**src/rtl/multi_hit_encoder.sv**
```systemverilog
// rtl/multi_hit_encoder.sv - streams the index of every set bit of an accepted vector, one beat per transfer
module multi_hit_encoder #(
    parameter int N         = 16,
    parameter bit LSB_FIRST = 1'b1
) (
    input  logic                 clk,
    input  logic                 reset,
    input  logic                 enable,
    input  logic                 in_valid,
    output logic                 in_ready,
    input  logic [N-1:0]         encoder_in,
    output logic                 out_valid,
    input  logic                 out_ready,
    output logic [$clog2(N)-1:0] binary_out,
    output logic                 out_last,
    output logic                 out_zero
);

    localparam int W = $clog2(N);
    localparam logic [N-1:0] ONE = {{(N-1){1'b0}}, 1'b1};

    typedef enum logic {
        IDLE = 1'b0,
        SCAN = 1'b1
    } state_t;

    state_t         state;
    logic [N-1:0]   pending;
    logic           zero_flag;
    logic [W-1:0]   scan_idx;
    logic           multi_hit;
    logic           accept;
    logic           transfer;

    // Later loop iterations override earlier ones, so iterate towards the preferred end.
    always_comb begin
        scan_idx = '0;
        if (LSB_FIRST) begin
            for (int i = N - 1; i >= 0; i--) begin
                if (pending[i]) scan_idx = i[W-1:0];
            end
        end else begin
            for (int i = 0; i < N; i++) begin
                if (pending[i]) scan_idx = i[W-1:0];
            end
        end
    end

    assign multi_hit  = |(pending & (pending - ONE));

    assign in_ready   = enable && (state == IDLE);
    assign out_valid  = enable && (state == SCAN);
    assign binary_out = scan_idx;
    assign out_last   = (state == SCAN) && !multi_hit;
    assign out_zero   = (state == SCAN) && zero_flag;

    assign accept     = in_valid && in_ready;
    assign transfer   = out_valid && out_ready;

    always_ff @(posedge clk or posedge reset) begin
        if (reset) begin
            state     <= IDLE;
            pending   <= '0;
            zero_flag <= 1'b0;
        end else begin
            case (state)
                IDLE: begin
                    if (accept) begin
                        pending   <= encoder_in;
                        zero_flag <= ~|encoder_in;
                        state     <= SCAN;
                    end
                end
                SCAN: begin
                    if (transfer) begin
                        // An all-zero vector clears nothing here; its single beat is already last.
                        pending <= pending & ~(ONE << scan_idx);
                        if (out_last) begin
                            state     <= IDLE;
                            zero_flag <= 1'b0;
                        end
                    end
                end
                default: state <= IDLE;
            endcase
        end
    end

endmodule

```
**config.mk**
```make
export PLATFORM = sky130hd
export DESIGN_NAME = multi_hit_encoder
export DESIGN_NICKNAME = d
export VERILOG_FILES = /design/src/rtl/multi_hit_encoder.sv
export SDC_FILE = /design/constraint.sdc
export NUM_CORES = 1
export LEC_CHECK = 0
export ABC_AREA = 0
export BUFFER_PORTS_ARGS = -buffer_cell sky130_fd_sc_hd__buf_2
export CORE_MARGIN = 2
export CORE_UTILIZATION = 53
export CTS_CLUSTER_DIAMETER = 60
export DETAILED_ROUTE_END_ITERATION = 8
export GPL_ROUTABILITY_DRIVEN = 0
export PLACE_DENSITY_LB_ADDON = 0.2
export RECOVER_POWER = 100
export SLEW_MARGIN = 20
export SYNTH_ARGS = -nofsm -noshare
export SYNTH_HDL_FRONTEND = slang
export SYNTH_SLANG_ARGS = --single-unit
```
**constraint.sdc**
```tcl
create_clock -name clk -period 2.9 [get_ports clk]
set_clock_uncertainty 0.1 [all_clocks]
set_input_delay 0.87 -clock clk [delete_from_list [all_inputs] [get_ports clk]]
set_output_delay 0.87 -clock clk [all_outputs]
set_load 0.005 [all_outputs]
```
# Yosys cells after proc, flatten, opt, wreduce, memory -nomap -nowiden
# Index checks and enable logic that the tools add are counted.
totals:
  ff_bits: 18
  in_bits: 21
  out_inout_bits: 8
  word_cells: 51
op_classes:
  addsub: 1
  n_eq_ne: 3
  shift: 1
  muxes: 27
  bitwise_logic: 4
  reduce_logical: 12
ops:
  columns: ["op", "count"]
  rows:
  - ["4-bit two-way mux", 16]
  - ["16-bit AND", 2]
  - ["16-bit two-way mux", 2]
  - ["16-bit case mux with 2 select lines", 1]
  - ["16-bit OR reduction", 2]
  - ["16-bit NOT", 1]
  - ["1-bit by 4-bit left shift with 16-bit output (first input constant)", 1]
  - ["16-bit by 1-bit subtractor with 16-bit output (second input constant)", 1]
  - ["1-bit logical AND", 6]
  - ["1-bit two-way mux", 6]
  - ["2-bit inequality test (second input constant)", 2]
  - ["1-bit case mux with 2 select lines", 2]
  - ["3-bit AND reduction", 1]
  - ["1-bit zero test", 2]
  - ["2-bit by 1-bit inequality test with 1-bit output (second input constant)", 1]
  - ["2-bit AND reduction", 1]
  - ["1-bit NOT", 1]

# Longest topological paths before layout
depth:
  depth_word: 21
  depth_mapped: 8
  ltp_nobuf: 7

# Least setup slack after synthesis
# No wires, ideal clock.
synth_timing:
  path_type: "reg-to-output"
  from: "reg pending[2]"
  to: "out out_last"
  arrival_ns: 1.802
  required_time_ns: 1.930
  setup_slack_ns: 0.128
  stages_incl_launch_ff: 6
  n_path_buf: 0
  cell_sequence: "dfrtp_1 or4_4 a2111oi_4 o311a_1 o21ai_2 nor3_1"
synth_between:
  elab_chain_len: 5
synth_lines:
  columns: ["item", "line", "rtl"]
  rows:
  - ["start: declaration", "28", "logic [N-1:0] pending;"]
  - ["start signal: assignment", "69", "pending <= encoder_in;"]
  - ["start signal: assignment", "77", "pending <= pending & ~(ONE << scan_idx);"]
  - ["16-bit by 1-bit subtractor with 16-bit output", "49", "assign multi_hit = |(pending & (pending - ONE));"]
  - ["16-bit AND *", "49", null]
  - ["16-bit OR reduction *", "49", null]
  - ["1-bit zero test *", "54", "assign out_last = (state == SCAN) && !multi_hit;"]
  - ["1-bit logical AND *", "54", null]
  - ["end: declaration", "15", "output logic out_last,"]
# Mark *: on every way between the ends. The rest lies on a longest branch, timed or not.

# Worst setup path in the final report
# Ends and elaborated chain as after synthesis.

==> flow_summary.yaml <==
sta:
  slew_headroom_pct: 13.9
  worst_slack_ns: -0.273
  min_period_ns: 3.17
  whs_ns: 0.413
  clock.fmax_mhz: 315
  rsz0062_at_grt: "true"
  finalHoldViolations: 0
  setup_viol: 3
  worst_slew_pin_slew_ns: 1.29
  finalCritPeriodShare_pct: 109
  finalMaxSlewViolations: 0
routing:
  drtIter0Drc: 118
  drc: 0
  drtPass1Iterations: 5
  ant_nets: 0
  viasPerCell: 6.64
  wirelength_mm: 4.49
  wl_per_cell_um: 19.2
  num_vias: 1546
global_routing:
  grt_pass1_wl_mm: 6.84
  gr-total-overflow: 0
  grt_usage_pct: 34.0
  grt_pass1_vias: 1446
  grt_max_degree: 22
  antenna_found_initial: 0
yosys:
  avgSynthCellArea_um2: 8.15
  synthCells: 155
  yosysTopAreaCellShare_pct: 35.6
  yosys.area.top_type: "dfrtp_1"
  yosysWarnings: 0
  synth.distinct_cells: 41
  synthesis.area_mm2: 0.00126
  synthFlopType: "dfrtp_1"
  async_flop_share_pct: 100
  synthesis.nets: 176
  synth_edf_count: 0
  synth-seq-cells: 18
  synthTopCellsByArea: "dfrtp_1, o21ai_0, nand2_1"
  synth_seq_area_share_pct: 35.6
clock_tree:
  holdBufCountCts: 0
  clk_latency_ns: 0.32
  numCtsBuffers: 3
  cts.htree.levels: 1
  cts_max_path_buffers: 2
  tritoncts: "built"
  clock_sinks: 18
  path_clk_slew_ns: 0.13
  root_buffer: "clkbuf_4"
power_and_ir_drop:
  seqPwrFrac_pct: 26.0
  combPwrFrac_pct: 64.8
  p_clk_share_pct: 9.2
  switchingPower_w: 0.000896
  power_density_mw_per_mm2: 1080
  cellLeakagePower_nw: 0.742
  peakVddDrop_uv: 794
  p_int_w: 0.000987
  switching_share_pct: 47.6
outcome:
  status: "finished, violations left"
  failed_checks: "negative setup slack"
floorplanning:
  die_w_um: 52.8
  io_pins: 29
  core-area_mm2: 0.00223
  die-area_mm2: 0.00279
  row_count: 17
  fp.dieH_um: 52.8
  initial_core_util_pct: 56.6
worst_setup_path:
  worstPathArrival_ns: 2.20
  worstSetupPathType: "reg -> out"
  endpoint_kind: "output pin"
  crit_fanout: 4
  critPathLaunchType: "register"
  worstPathRequired_ns: 1.93
job:
  maxCapViolations: 0
placed_design:
  dp_slack_ns: -0.00415
  port_buffers: 28
  numPlacedInstances: 223
  place_hpwl_mm: 2.98
layout:
  final_util_pct: 77.9
  fin_nets: 227
  drive_gt1_share_pct: 40.5
  syn_to_final_growth_pct: 37.6
  fillCellCount: 157
  final_cell_count_no_fill: 233
  antenna_cells: 0
min_path:
  min_path_type: "reg -> reg"
-- worst max-delay path, cell delays in order, from the launching register on --
cell       delay (ns)
dfrtp_1          0.44
or4_4            0.59
a2111oi_4        0.28
nor3_2           0.12
a32oi_1          0.22
nor3_1           0.09
buf_2            0.14
-- synthesized netlist by cell type, types with 4 or more instances --
cell type  instances
a21oi_1            7
o21ai_0           22
nor4_1             6
and2_1             4
clkbuf_1           4
dfrtp_1           18
a22o_1             4
nor3_1             5
nor2_1             9
inv_1              6
nand2_1           26
-- path summary, 6_finish.rpt --
check	startpoint	end	slack, ns	cells after the start
setup / recovery	pending[2]	out_last	-0.27	6
hold / removal	zero_flag	zero_flag	0.41	1
setup reg to reg	state	pending[6]	0.35	4
hold reg to reg	zero_flag	zero_flag	0.41	1
max in group asynchronous	reset	pending[15]	1.68	2
min in group asynchronous	reset	pending[2]	0.53	2
-- flip-flops by register name (all words and copies together) (netlist names) --
signal / flops
state: 1
zero_flag: 1
pending: 16
-- power by group through the flow --
stage / combinational, W / sequential, W / clock [W]
after global routing: 0.00128 / 0.000501 / 0.000173
after floorplan: 0.000522 / 0.000453 / 0
final: 0.00122 / 0.000490 / 0.000172
after global placement: 0.000888 / 0.000452 / 0
after CTS: 0.00106 / 0.000466 / 0.000161
after detailed placement: 0.000916 / 0.000458 / 0
-- logic make-up (layout without fill, tap and decap cells) --
group / after synthesis / count (layout) / share of synthesized area [%]
and+or+nand+nor: 67 / 67 / 27.2
AOI/OAI and AO/OA: 57 / 57 / 32.0
DFF: 18 / 18 / 35.6
buffers and inverters: 11 / 61 / 3.37
muxes: 2 / 2 / 1.78
-- cell type report --
cell class	instances	area (um^2)	share of cell area, %
flip-flops and latches	18	453	26.0
multi-input cells	126	872	50.1
clock buffers	4	36.3	2.09
inverters	6	22.5	1.29
well taps	28	35.0	2.01
repair buffers	51	320	18.4
-- through the flow --
| step | power (W) | TNS, ns | instance area (um^2) |
|---|---|---|---|
| 6_report | 0.00188 | -0.419 | 1740 |
| 2_1_floorplan | 0.000975 | 0 | 1260 |
| 3_5_place_dp | 0.00137 | -0.00415 | 1550 |
| 5_1_grt | 0.00196 | -0.552 | 1740 |
| 4_1_cts | 0.00169 | -0.199 | 1680 |
| 3_3_place_gp | 0.00134 | 0 | 1550 |
-- placed cells by master, fill, tap and decap left out, types with 3 or more instances in the layout --
cell      netlist  final
a21o_1          3      3
dfrtp_1        18     16
clkbuf_4        0      3
nor4_1          6      4
or2_2           3      3
inv_1           6      5
nand2_1        26     26
a21oi_1         7      7
nor2b_1         3      3
o21ai_0        22     21
buf_2           1     27
buf_4           0     21
a22o_1          4      4
a211oi_2        0      3
nor2_1          9      8
nor4_2          2      3
-- metal layers --
layer	wire length, um	vias up	GRT usage (%)	share of wire, %
li1	-	689	-	-
met1	1630	699	43.5	36
met2	2160	138	56.0	48
met3	545	20	6.00	12
met4	153	0	13.7	3.4
met5	0	-	0	0
-- what timing repair did --
action / CTS / global route
resized for setup: 12 / 13
buffers inserted: 4 / 2
pin swaps: 7 / 4
endpoints found under the setup margin: 3 / 4
Power figures use the tool's default switching activity.
